## config.mk

```make
export PLATFORM = sky130hd
export DESIGN_NAME = parity_check_rx
export DESIGN_NICKNAME = d
export VERILOG_FILES = /design/src/rtl/parity_check_rx_pkg.sv /design/src/rtl/parity_xor_tree.sv /design/src/rtl/parity_check_rx.sv
export SDC_FILE = /design/constraint.sdc
export NUM_CORES = 1
export LEC_CHECK = 0
export CAP_MARGIN = 20
export CORE_UTILIZATION = 39
export CTS_CLUSTER_DIAMETER = 150
export DETAILED_ROUTE_END_ITERATION = 16
export GPL_ROUTABILITY_DRIVEN = 0
export PLACE_DENSITY_LB_ADDON = 0.3
export RECOVER_POWER = 25
export SETUP_SLACK_MARGIN = 0.2
export SLEW_MARGIN = 10
export SYNTH_ARGS = -nofsm -noshare
export SYNTH_HDL_FRONTEND = slang
export SYNTH_SLANG_ARGS = --single-unit
```

## constraint.sdc

```tcl
create_clock -name clk -period 1.7 [get_ports clk]
set_clock_uncertainty 0.05 [all_clocks]
set_input_delay 0.255 -clock clk [delete_from_list [all_inputs] [get_ports clk]]
set_output_delay 0.255 -clock clk [all_outputs]
set_load 0.005 [all_outputs]
```

## src/rtl/parity_check_rx_pkg.sv

```systemverilog
// ----------------------------------------------------------------------------
// parity_check_rx_pkg
// Shared definitions for the even-parity word generator and checker:
//   DATA_W_DEF        default payload width
//   PAR_IDX           bit position of the parity bit in a {parity, data} word
//   PAR_MAX_W         widest vector the shared reduce function accepts
//   even_parity_reduce  XOR-reduce; 0 = even number of ones (good word)
// ----------------------------------------------------------------------------
package parity_check_rx_pkg;

    localparam int DATA_W_DEF = 4;
    localparam int PAR_IDX    = DATA_W_DEF;
    localparam int PAR_MAX_W  = 64;

    // Callers zero-extend narrower vectors; extra zeros do not change the XOR.
    function automatic logic even_parity_reduce(input logic [PAR_MAX_W-1:0] vec);
        logic acc;
        acc = 1'b0;
        for (int i = 0; i < PAR_MAX_W; i++) begin
            acc = acc ^ vec[i];
        end
        return acc;
    endfunction

endpackage

```

## src/rtl/parity_xor_tree.sv

```systemverilog
// ----------------------------------------------------------------------------
// parity_xor_tree
// Combinational even-parity reduce over a W-bit vector (W <= PAR_MAX_W).
// Shared by the generator and the checker so both ends use one definition.
// Ports:
//   vec  in  W  vector to reduce
//   par  out 1  XOR of all bits of vec
// ----------------------------------------------------------------------------
module parity_xor_tree
    import parity_check_rx_pkg::*;
#(
    parameter int W = DATA_W_DEF + 1
) (
    input  logic [W-1:0] vec,
    output logic         par
);

    assign par = even_parity_reduce(PAR_MAX_W'(vec));

endmodule

```

## src/rtl/parity_check_rx.sv

```systemverilog
// ----------------------------------------------------------------------------
// parity_check_rx
// Receive-side even-parity checker. Accepts {parity, data} words on a
// valid/ready stream, forwards the payload with a per-word error flag through
// one registered output stage, and keeps a saturating bad-word counter plus a
// sticky error flag for status readout.
// Ports:
//   clk         in   1         rising-edge clock
//   rst_n       in   1         synchronous active-low reset
//   in_word     in   DATA_W+1  {parity, data}
//   in_valid    in   1         in_word valid
//   in_ready    out  1         word can be accepted this cycle (combinational)
//   out_data    out  DATA_W    checked payload
//   out_perr    out  1         parity error flag for out_data
//   out_valid   out  1         out_data/out_perr valid
//   out_ready   in   1         downstream accepts
//   err_cnt     out  CNT_W     accepted bad words since reset/clear, saturating
//   err_sticky  out  1         set on any accepted bad word until cleared
//   err_clr     in   1         clears err_cnt/err_sticky; a same-cycle bad word wins
// ----------------------------------------------------------------------------
module parity_check_rx
    import parity_check_rx_pkg::*;
#(
    parameter int DATA_W   = DATA_W_DEF,
    parameter int CNT_W    = 8,
    parameter int DROP_BAD = 0
) (
    input  logic              clk,
    input  logic              rst_n,
    input  logic [DATA_W:0]   in_word,
    input  logic              in_valid,
    output logic              in_ready,
    output logic [DATA_W-1:0] out_data,
    output logic              out_perr,
    output logic              out_valid,
    input  logic              out_ready,
    output logic [CNT_W-1:0]  err_cnt,
    output logic              err_sticky,
    input  logic              err_clr
);

    localparam logic DROP_EN = (DROP_BAD != 0);

    logic              perr_s;
    logic              accept_s;
    logic              forward_s;
    logic              bad_accept_s;
    logic              out_valid_r;
    logic [DATA_W-1:0] out_data_r;
    logic              out_perr_r;
    logic [CNT_W-1:0]  err_cnt_r;
    logic [CNT_W-1:0]  err_cnt_next_s;
    logic              err_sticky_r;
    logic              err_sticky_next_s;

    parity_xor_tree #(
        .W (DATA_W + 1)
    ) u_xor_tree (
        .vec (in_word),
        .par (perr_s)
    );

    // The stage can take a word whenever it is empty or being drained.
    assign in_ready = !out_valid_r || out_ready;

    // Accept/forward decode for the current cycle.
    always_comb begin
        accept_s     = in_valid && in_ready;
        forward_s    = 1'b1;
        bad_accept_s = accept_s && perr_s;
        if (perr_s && DROP_EN) begin
            forward_s = 1'b0;
        end else begin
            forward_s = 1'b1;
        end
    end

    // Error counter and sticky flag next state; a bad word in the clear cycle
    // restarts the count at one rather than being lost.
    always_comb begin
        err_cnt_next_s    = err_cnt_r;
        err_sticky_next_s = err_sticky_r;
        if (bad_accept_s) begin
            err_sticky_next_s = 1'b1;
            if (err_clr) begin
                err_cnt_next_s = CNT_W'(1);
            end else if (err_cnt_r == {CNT_W{1'b1}}) begin
                err_cnt_next_s = err_cnt_r;
            end else begin
                err_cnt_next_s = err_cnt_r + CNT_W'(1);
            end
        end else if (err_clr) begin
            err_cnt_next_s    = {CNT_W{1'b0}};
            err_sticky_next_s = 1'b0;
        end else begin
            err_cnt_next_s    = err_cnt_r;
            err_sticky_next_s = err_sticky_r;
        end
    end

    // Output register stage; a dropped word only empties the stage when the
    // current beat is being taken.
    always_ff @(posedge clk) begin
        if (!rst_n) begin
            out_valid_r <= 1'b0;
            out_data_r  <= {DATA_W{1'b0}};
            out_perr_r  <= 1'b0;
        end else if (accept_s && forward_s) begin
            out_valid_r <= 1'b1;
            out_data_r  <= in_word[DATA_W-1:0];
            out_perr_r  <= perr_s;
        end else if (out_valid_r && out_ready) begin
            out_valid_r <= 1'b0;
        end
    end

    // Error status registers.
    always_ff @(posedge clk) begin
        if (!rst_n) begin
            err_cnt_r    <= {CNT_W{1'b0}};
            err_sticky_r <= 1'b0;
        end else begin
            err_cnt_r    <= err_cnt_next_s;
            err_sticky_r <= err_sticky_next_s;
        end
    end

    assign out_valid  = out_valid_r;
    assign out_data   = out_data_r;
    assign out_perr   = out_perr_r;
    assign err_cnt    = err_cnt_r;
    assign err_sticky = err_sticky_r;

endmodule

```

**Word level (Yosys, flattened, before mapping)**

Cells that the tools add are included.

- Logic and storage cells: 28
- Bits in registers: 15

- Muxes and demuxes: 8
- Bitwise operators: 4
- Eq/ne operators: 2
- Reductions and logical operators: 8
- Add/sub/neg operators: 1

Operators by type and width:

| cell | count |
|---|---|
| $mux W8 | 4 |
| $add A8 B1 Y8 const B | 1 |
| $eq A8 B8 Y1 const B | 1 |
| $mux W1 | 4 |
| $reduce_bool A2 Y1 | 2 |
| $xor A1 B1 Y1 | 4 |
| $logic_and A1 B1 Y1 | 3 |
| $ne A2 B2 Y1 const B | 1 |
| $reduce_and A2 Y1 | 1 |
| $logic_not A1 Y1 | 1 |
| $logic_or A1 B1 Y1 | 1 |

**Depth between registers and ports, before layout**

Gate-level depths: netlist of run 1.

- Depth in word-level cells: 7
- Depth in mapped cells: 5
- Gate-level depth less buffers: 5

**Hierarchy**

Synthesis of run 1 repeated with hierarchy kept, for this count alone.

- Cells, all modules: 85
- Area, all modules: 753.2 sq um

By module, submodules not included:

| module | area each (sq um) | instances | cells an instance |
|---|---|---|---|
| parity_check_rx | 713.2 | 1 | 82 |
| parity_xor_tree | 40.0 | 1 | 3 |

**Worst setup path before layout of run 1**

No wires, ideal clock.

- Path type: in2reg
- From: input in_word[3]
- To: register err_cnt_r[7], in the netlist err_cnt[7]
- Stages on the path: 4
- Slack: 0.031 ns
- Data required time: 1.534 ns
- Library setup time: 0.116 ns
- Arrival: 1.503 ns
- Path buffers: 0
- Path through: xnor3_2 -> xor2_2 -> or4_1 -> o211a_1

- Word-level cells in the longest chain between the ends: 5

Ends and longest elaborated chain:

| what | RTL line | text |
|---|---|---|
| start: declaration | parity_check_rx.sv:30 | `input logic [DATA_W:0] in_word,` |
| $xor A1 B1 Y1 (*) (2 in series) | parity_check_rx_pkg.sv:20 | `acc = acc ^ vec[i];` |
| $logic_and A1 B1 Y1 (*) | parity_check_rx.sv:70 | `bad_accept_s = accept_s && perr_s;` |
| $reduce_bool A2 Y1 (no line) | n/a |  |
| $reduce_and A2 Y1 (no line) | n/a |  |
| end signal: assignment | parity_check_rx.sv:120 | `err_cnt_r <= {CNT_W{1'b0}};` |
| end signal: assignment | parity_check_rx.sv:123 | `err_cnt_r <= err_cnt_next_s;` |
| end: declaration | parity_check_rx.sv:51 | `logic [CNT_W-1:0] err_cnt_r;` |

Every way passes the cells marked *; elsewhere a longest branch is shown, timed or not.
A chain may end at the register's enable or synchronous reset.

**Worst setup path after layout of run 1**

- From: register err_cnt_r[2], in the netlist err_cnt[2]
- To: register err_cnt_r[7], in the netlist err_cnt[7]

- Word-level cells in the longest chain between the ends: 4

Ends and longest elaborated chain:

| what | RTL line | text |
|---|---|---|
| $add A8 B1 Y8 | parity_check_rx.sv:90 | `err_cnt_next_s = err_cnt_r + CNT_W'(1);` |
| $mux W8 | parity_check_rx.sv:87 | `end else if (err_cnt_r == {CNT_W{1'b1}}) begin` |
| $mux W8 | parity_check_rx.sv:85 | `if (err_clr) begin` |
| $mux W8 | parity_check_rx.sv:83 | `if (bad_accept_s) begin` |

Several ways; a longest one is shown, not always the timed one. The select of a mux whose other input is x is not followed.

==> results of run 1 <==
-- state kept, by name (all words and copies together), names as in the netlist --
name / cells
out_perr: 1
err_sticky: 1
err_cnt: 8
out_valid: 1
out_data: 4
-- kinds of logic after synthesis --
logic type / synth area share [%]
simple gates: 30.10
flops: 38.84
compound gates: 14.40
buf+inv: 2.426
xor+xnor: 7.444
mux: 5.178
fa+ha+maj: 1.618
-- layer usage --
layer / vias up / share of wire, % / global-route usage (%)
met5: - / 0 / 0
met4: 0 / 1.9 / 14.12
li1: 394 / - / -
met3: 4 / 5.8 / 4.706
met1: 377 / 46 / 24.70
met2: 25 / 46 / 27.50
-- through the flow --
step	hold WS [ns]	setup WS, ns	total power, uW	utilization [%]
4_1_cts	0.2700	0.07109	780.3	66.25
3_5_place_dp	0.4155	-0.4285	568.0	63.86
2_1_floorplan	0.3439	0.1146	468.9	-
6_report	0.1669	0.1534	786.7	71.65
5_1_grt	0.1660	0.1182	816.5	71.65
3_3_place_gp	0.4008	-0.3903	564.1	63.86
-- cells in the final DEF, fill, tap and decap left out, types with 3 or more instances in the layout --
cell type,instances
nand2_1,18
clkdlybuf4s50_1,14
buf_4,13
dfxtp_1,10
a21boi_0,8
nand2b_1,5
mux2i_1,4
dlygate4sd2_1,4
nor4_2,3
clkbuf_4,3
dfxtp_4,3
dlymetal6s2s_1,3
-- worst paths after layout --
path / end / slack [ns] / start
setup reg to reg: err_cnt[7] / 0.15 / err_cnt[2]
hold reg to reg: out_perr / 0.43 / out_perr
hold / removal: out_data[1] / 0.17 / in_word[1]
setup / recovery: err_cnt[7] / 0.15 / err_cnt[2]
-- final cells by class --
type                            instances  area share [%]
Multi-Input combinational cell         68           42.31
Sequential cell                        15           24.58
Inverter                                1          0.2938
Tap cell                               25           2.449
Timing Repair Buffer                   40           28.21
Clock buffer                            3           1.763
Clock inverter                          1          0.3918
-- timing repair --
action                                  4_1_cts  5_1_grt
endpoints found under the setup margin       19       16
buffers inserted                              1        3
pin swaps                                     3        5
gates resized for setup                      15       27
hold endpoints to repair                      0        0
hold buffers                                  0        0
-- synthesized netlist by cell type (all sizes together) --
master  count
nor2        1
xnor2       1
a31oi       1
nor2b       1
and2        1
mux2i       4
a41o        1
nand2b      7
nand4       2
o21bai      1
dfxtp      15
or4         1
o31ai       1
inv         1
nand2      19
a21boi      8
nor3        2
clkbuf      4
nand4b      1
or3         1
xor2        2
nand3       3
xnor3       1
and4        1
nand3b      1
ha          1
nor4        4
o211a       2
-- power by group --
group	switching [uW]	internal, uW	total (uW)
registers	8.87	362	371
logic	94.2	110	205
clock network	123	87.6	211
-- tightest hold or removal path, cell delays in order --
cell and delay, ns:
clkbuf_2 0.09, nand2_1 0.05, a21boi_0 0.07
==> results.json, run 1 <==
{
  "status": "finished clean",
  "routed_via_density": 5.229,
  "antenna_found_initial": 0,
  "die_width_um": 46.53,
  "place_hpwl_mm": 1.319,
  "cts_buffer_depth": 2,
  "relSlewSlack_pct": 74.05,
  "htreeDepth": 1,
  "wl_mm": 2.044,
  "initial_utilization_pct": 43.37,
  "drt_iter0_markers": 17,
  "critPathRequiredTime_ns": 1.84,
  "ir_worst_vdd_uv": 436.4,
  "synth.yosys.warnings": 0,
  "drv_cap": 0,
  "routedWlPerCell_um": 13.36,
  "cp_cell_sequence": "and4_4 -> nand2b_4 -> or4_4 -> o211a_1",
  "cts_tree": "yes",
  "final-setup-viol-count": 0,
  "globalRoute.totalOverflow": 0,
  "worstPathArrival_ns": 1.69,
  "end_kind": "flop",
  "first_global_vias": 667,
  "fin_crit_sh_pct": 90.98,
  "netlist.area_leader.share_pct": 38.83,
  "worstHoldPathType": "in2reg",
  "grt_pass1_wl_mm": 2.815,
  "dp.cells": 145,
  "grt_usage_pct": 19.26,
  "crit_buf_inv": 0,
  "seq_area_sq_um": 314.1,
  "fmax_mhz": 646.6,
  "stdcell_area_sq_um": 1277,
  "grt_max_degree": 12,
  "max_stage_delay_ns": 0.46,
  "crit_path_max_fanout": 5,
  "nNetsFinal": 140,
  "worstRegToRegCells": 4,
  "synth_seq_cells": 15,
  "synth_seq_area_share_pct": 38.83,
  "cts_buffers": 3,
  "holdPathStages": 3,
  "syn_to_final_growth_pct": 65.21,
  "crit_cells": 4,
  "synth_cells": 88,
  "final.setup.tns_ns": 0,
  "rsz0062_at_grt": "yes",
  "fp.dieH_um": 46.53,
  "avgSynthCellArea_sq_um": 8.787,
  "design.die.area_sq_um": 2165,
  "syn_area_sq_um": 773.2,
  "drt_first_pass_iters": 4,
  "rows": 15,
  "worst_pin_slew_ns": 0.3890,
  "synth_top_cell_by_area": "dfxtp_1",
  "pin_count": 26,
  "antenna_left": 0,
  "cts_sinks": 15,
  "multi_input_area_sq_um": 540.5,
  "cpMaxStageDelayCell": "or4_4",
  "slew_viol_final": 0,
  "clk_latency_ns": 0.29,
  "ys_types": 29,
  "drive_gt1_share_pct": 29.69,
  "startpoint_type": "flop",
  "place_area_sq_um": 1139,
  "drc": 0,
  "final.min_clock_period_ns": 1.547,
  "cts_root_buf": "clkbuf_4",
  "synth_nets": 99,
  "clk_pin_slew_ns": 0.09,
  "final_cells": 153,
  "hold_violations": 0,
  "path_class": "reg2reg",
  "antenna_cells": 0,
  "cp_top_family": "simple AND/OR/NAND/NOR gates",
  "p_per_area_nw_per_um2": 615.8,
  "fillers": 148,
  "via_count": 800,
  "ys_top_cells_by_area": "dfxtp_1, nand2_1, a21boi_0",
  "portBuffers": 25,
  "power_leakage_uw": 0.0005584,
  "core-area_sq_um": 1783
}
Note: power is estimated with default switching activity, not from simulation.
==> run 2: changes to the inputs <==
- CORE_MARGIN: default -> 2
- RECOVER_POWER: 25 -> default
==> run 2 against run 1 <==
Effect of this change:
- via count increased by 2.9%
- sequential power about the same
- global-route usage fell by 2.1 points
- critical path type is now in2reg
- highest routed layer unchanged
==> results.json, run 2 (synthesis gave the netlist of run 1 again) <==
{
  "status": "finished clean",
  "drv_cap": 0,
  "rows": 16,
  "wl_mm": 2.152,
  "startpoint_type": "primary input",
  "timing.rr.end": "err_cnt[7]",
  "grt_pass1_wl_mm": 3.160,
  "antenna_cells": 0,
  "largest_register_ffs": 8,
  "critPathRequiredTime_ns": 1.85,
  "fmax_mhz": 663.4,
  "fillers": 156,
  "max_stage_delay_ns": 0.51,
  "cts_tree": "yes",
  "routed_via_density": 5.080,
  "relSlewSlack_pct": 80.12,
  "final.setup.worst_slack_ns": 0.1925,
  "fp.dieH_um": 48.53,
  "p_per_area_nw_per_um2": 608.7,
  "slew_viol_final": 0,
  "worstPathArrival_ns": 1.65,
  "hold_violations": 0,
  "htreeDepth": 1,
  "final-setup-viol-count": 0,
  "grt_usage_pct": 17.20,
  "place_hpwl_mm": 1.338,
  "final.setup.tns_ns": 0,
  "preCtsSetupSlack_ns": -0.4402,
  "final_common_cell": "buf_4",
  "power_uw": 835.5,
  "rsz0062_at_grt": "yes",
  "core-area_sq_um": 1922,
  "clk_latency_ns": 0.29,
  "layout_common_cells": "buf_4, nand2_1, clkdlybuf4s50_1",
  "design.die.area_sq_um": 2355,
  "worstRegToRegCells": 5,
  "nNetsFinal": 147,
  "antenna_left": 0,
  "final.min_clock_period_ns": 1.507,
  "place_area_sq_um": 1141,
  "cts_buffer_depth": 2,
  "path_class": "in2reg",
  "routedWlPerCell_um": 13.28,
  "grt_max_degree": 12,
  "crit_path_max_fanout": 2,
  "drc": 0,
  "multi_input_area_sq_um": 545.5,
  "end_kind": "flop",
  "fin_crit_sh_pct": 88.67,
  "globalRoute.totalOverflow": 0,
  "cp-startpoint": "in_word[3]",
  "power_leakage_uw": 0.0006707,
  "cp-endpoint": "err_cnt[7]",
  "cpMaxStageDelayCell": "or4_1",
  "ir_worst_vdd_uv": 417.5,
  "first_global_vias": 743,
  "die_width_um": 48.53,
  "drt_iter0_markers": 14,
  "r2r_start": "err_cnt[0]",
  "cts_buffers": 3,
  "portBuffers": 25,
  "clk_pin_slew_ns": 0.10,
  "cp_cell_sequence": "clkbuf_2 -> xnor3_2 -> xor2_4 -> or4_1 -> o211a_1",
  "syn_to_final_growth_pct": 77.51,
  "worstHoldPathType": "in2reg",
  "drt_first_pass_iters": 4,
  "seq_area_sq_um": 322.8,
  "pin_count": 26,
  "fin_util_pct": 71.42,
  "initial_utilization_pct": 40.23,
  "antenna_found_initial": 0,
  "via_count": 823,
  "worst_pin_slew_ns": 0.2982,
  "drive_gt1_share_pct": 38.52,
  "cts_root_buf": "clkbuf_4",
  "stdcell_area_sq_um": 1373,
  "cts_sinks": 15,
  "reg2reg_slack_ns": 0.20
}
[run 2: how the worst min path moves through the flow]
stage | startpoint | to | depth (start not counted)
floorplan | in_valid | out_valid | 2
CTS | in_word[3] | out_data[3] | 3
detailed placement | out_data[1] | out_data[1] | 2
global placement | out_data[1] | out_data[1] | 2
global route | in_word[1] | out_data[1] | 3
finish | in_word[3] | out_data[3] | 3
[run 2: timing repair]
action                                 4_1_cts  5_1_grt
buffers inserted                             3        8
hold buffers                                 0        0
setup endpoints to repair                   19       19
gates resized for setup                     19       28
pin swaps                                    3        5
endpoints found under the hold margin        0        0
[run 2: area by class of cell]
type	count	area share [%]
Sequential cell	15	23.52
Clock inverter	1	0.3646
Inverter	1	0.2735
Tap cell	27	2.461
Timing Repair Buffer	47	32.00
Clock buffer	3	1.641
Multi-Input combinational cell	68	39.74
[run 2: stage by stage]
| step | hold WS (ns) | std cells |
|---|---|---|
| 3_5_place_dp | 0.4082 | 147 |
| 3_3_place_gp | 0.4001 | 147 |
| 2_1_floorplan | 0.3439 | 88 |
| 6_report | 0.1674 | 162 |
| 4_1_cts | 0.2744 | 154 |
| 5_1_grt | 0.1767 | 162 |
[run 2: where the power goes]
part | switching, uW | leakage (uW) | internal, uW
sequential | 8.58 | 0.000128 | 361
combinational | 105 | 0.000525 | 146
clock | 127 | 0.0000177 | 87.6
total | 241 | 0.000671 | 595
[run 2: critical path, delay by kind of cell]
family | cells | cell delay (ns)
xor gates and xnor gates | 2 | 0.65
and+or+nand+nor | 1 | 0.51
AOI/OAI and AO/OA | 1 | 0.14
buffers and inverters | 1 | 0.10
[run 2: metal layers]
| layer | part of all wire, % | track usage (%) | vias up | wire length [um] |
|---|---|---|---|---|
| met5 | 0 | 0 | - | 0 |
| met1 | 43 | 20.39 | 385 | 919 |
| met2 | 51 | 28.70 | 25 | 1090 |
| met3 | 4.5 | 4.630 | 6 | 97 |
| li1 | - | - | 407 | - |
| met4 | 2.1 | 8.571 | 0 | 46 |
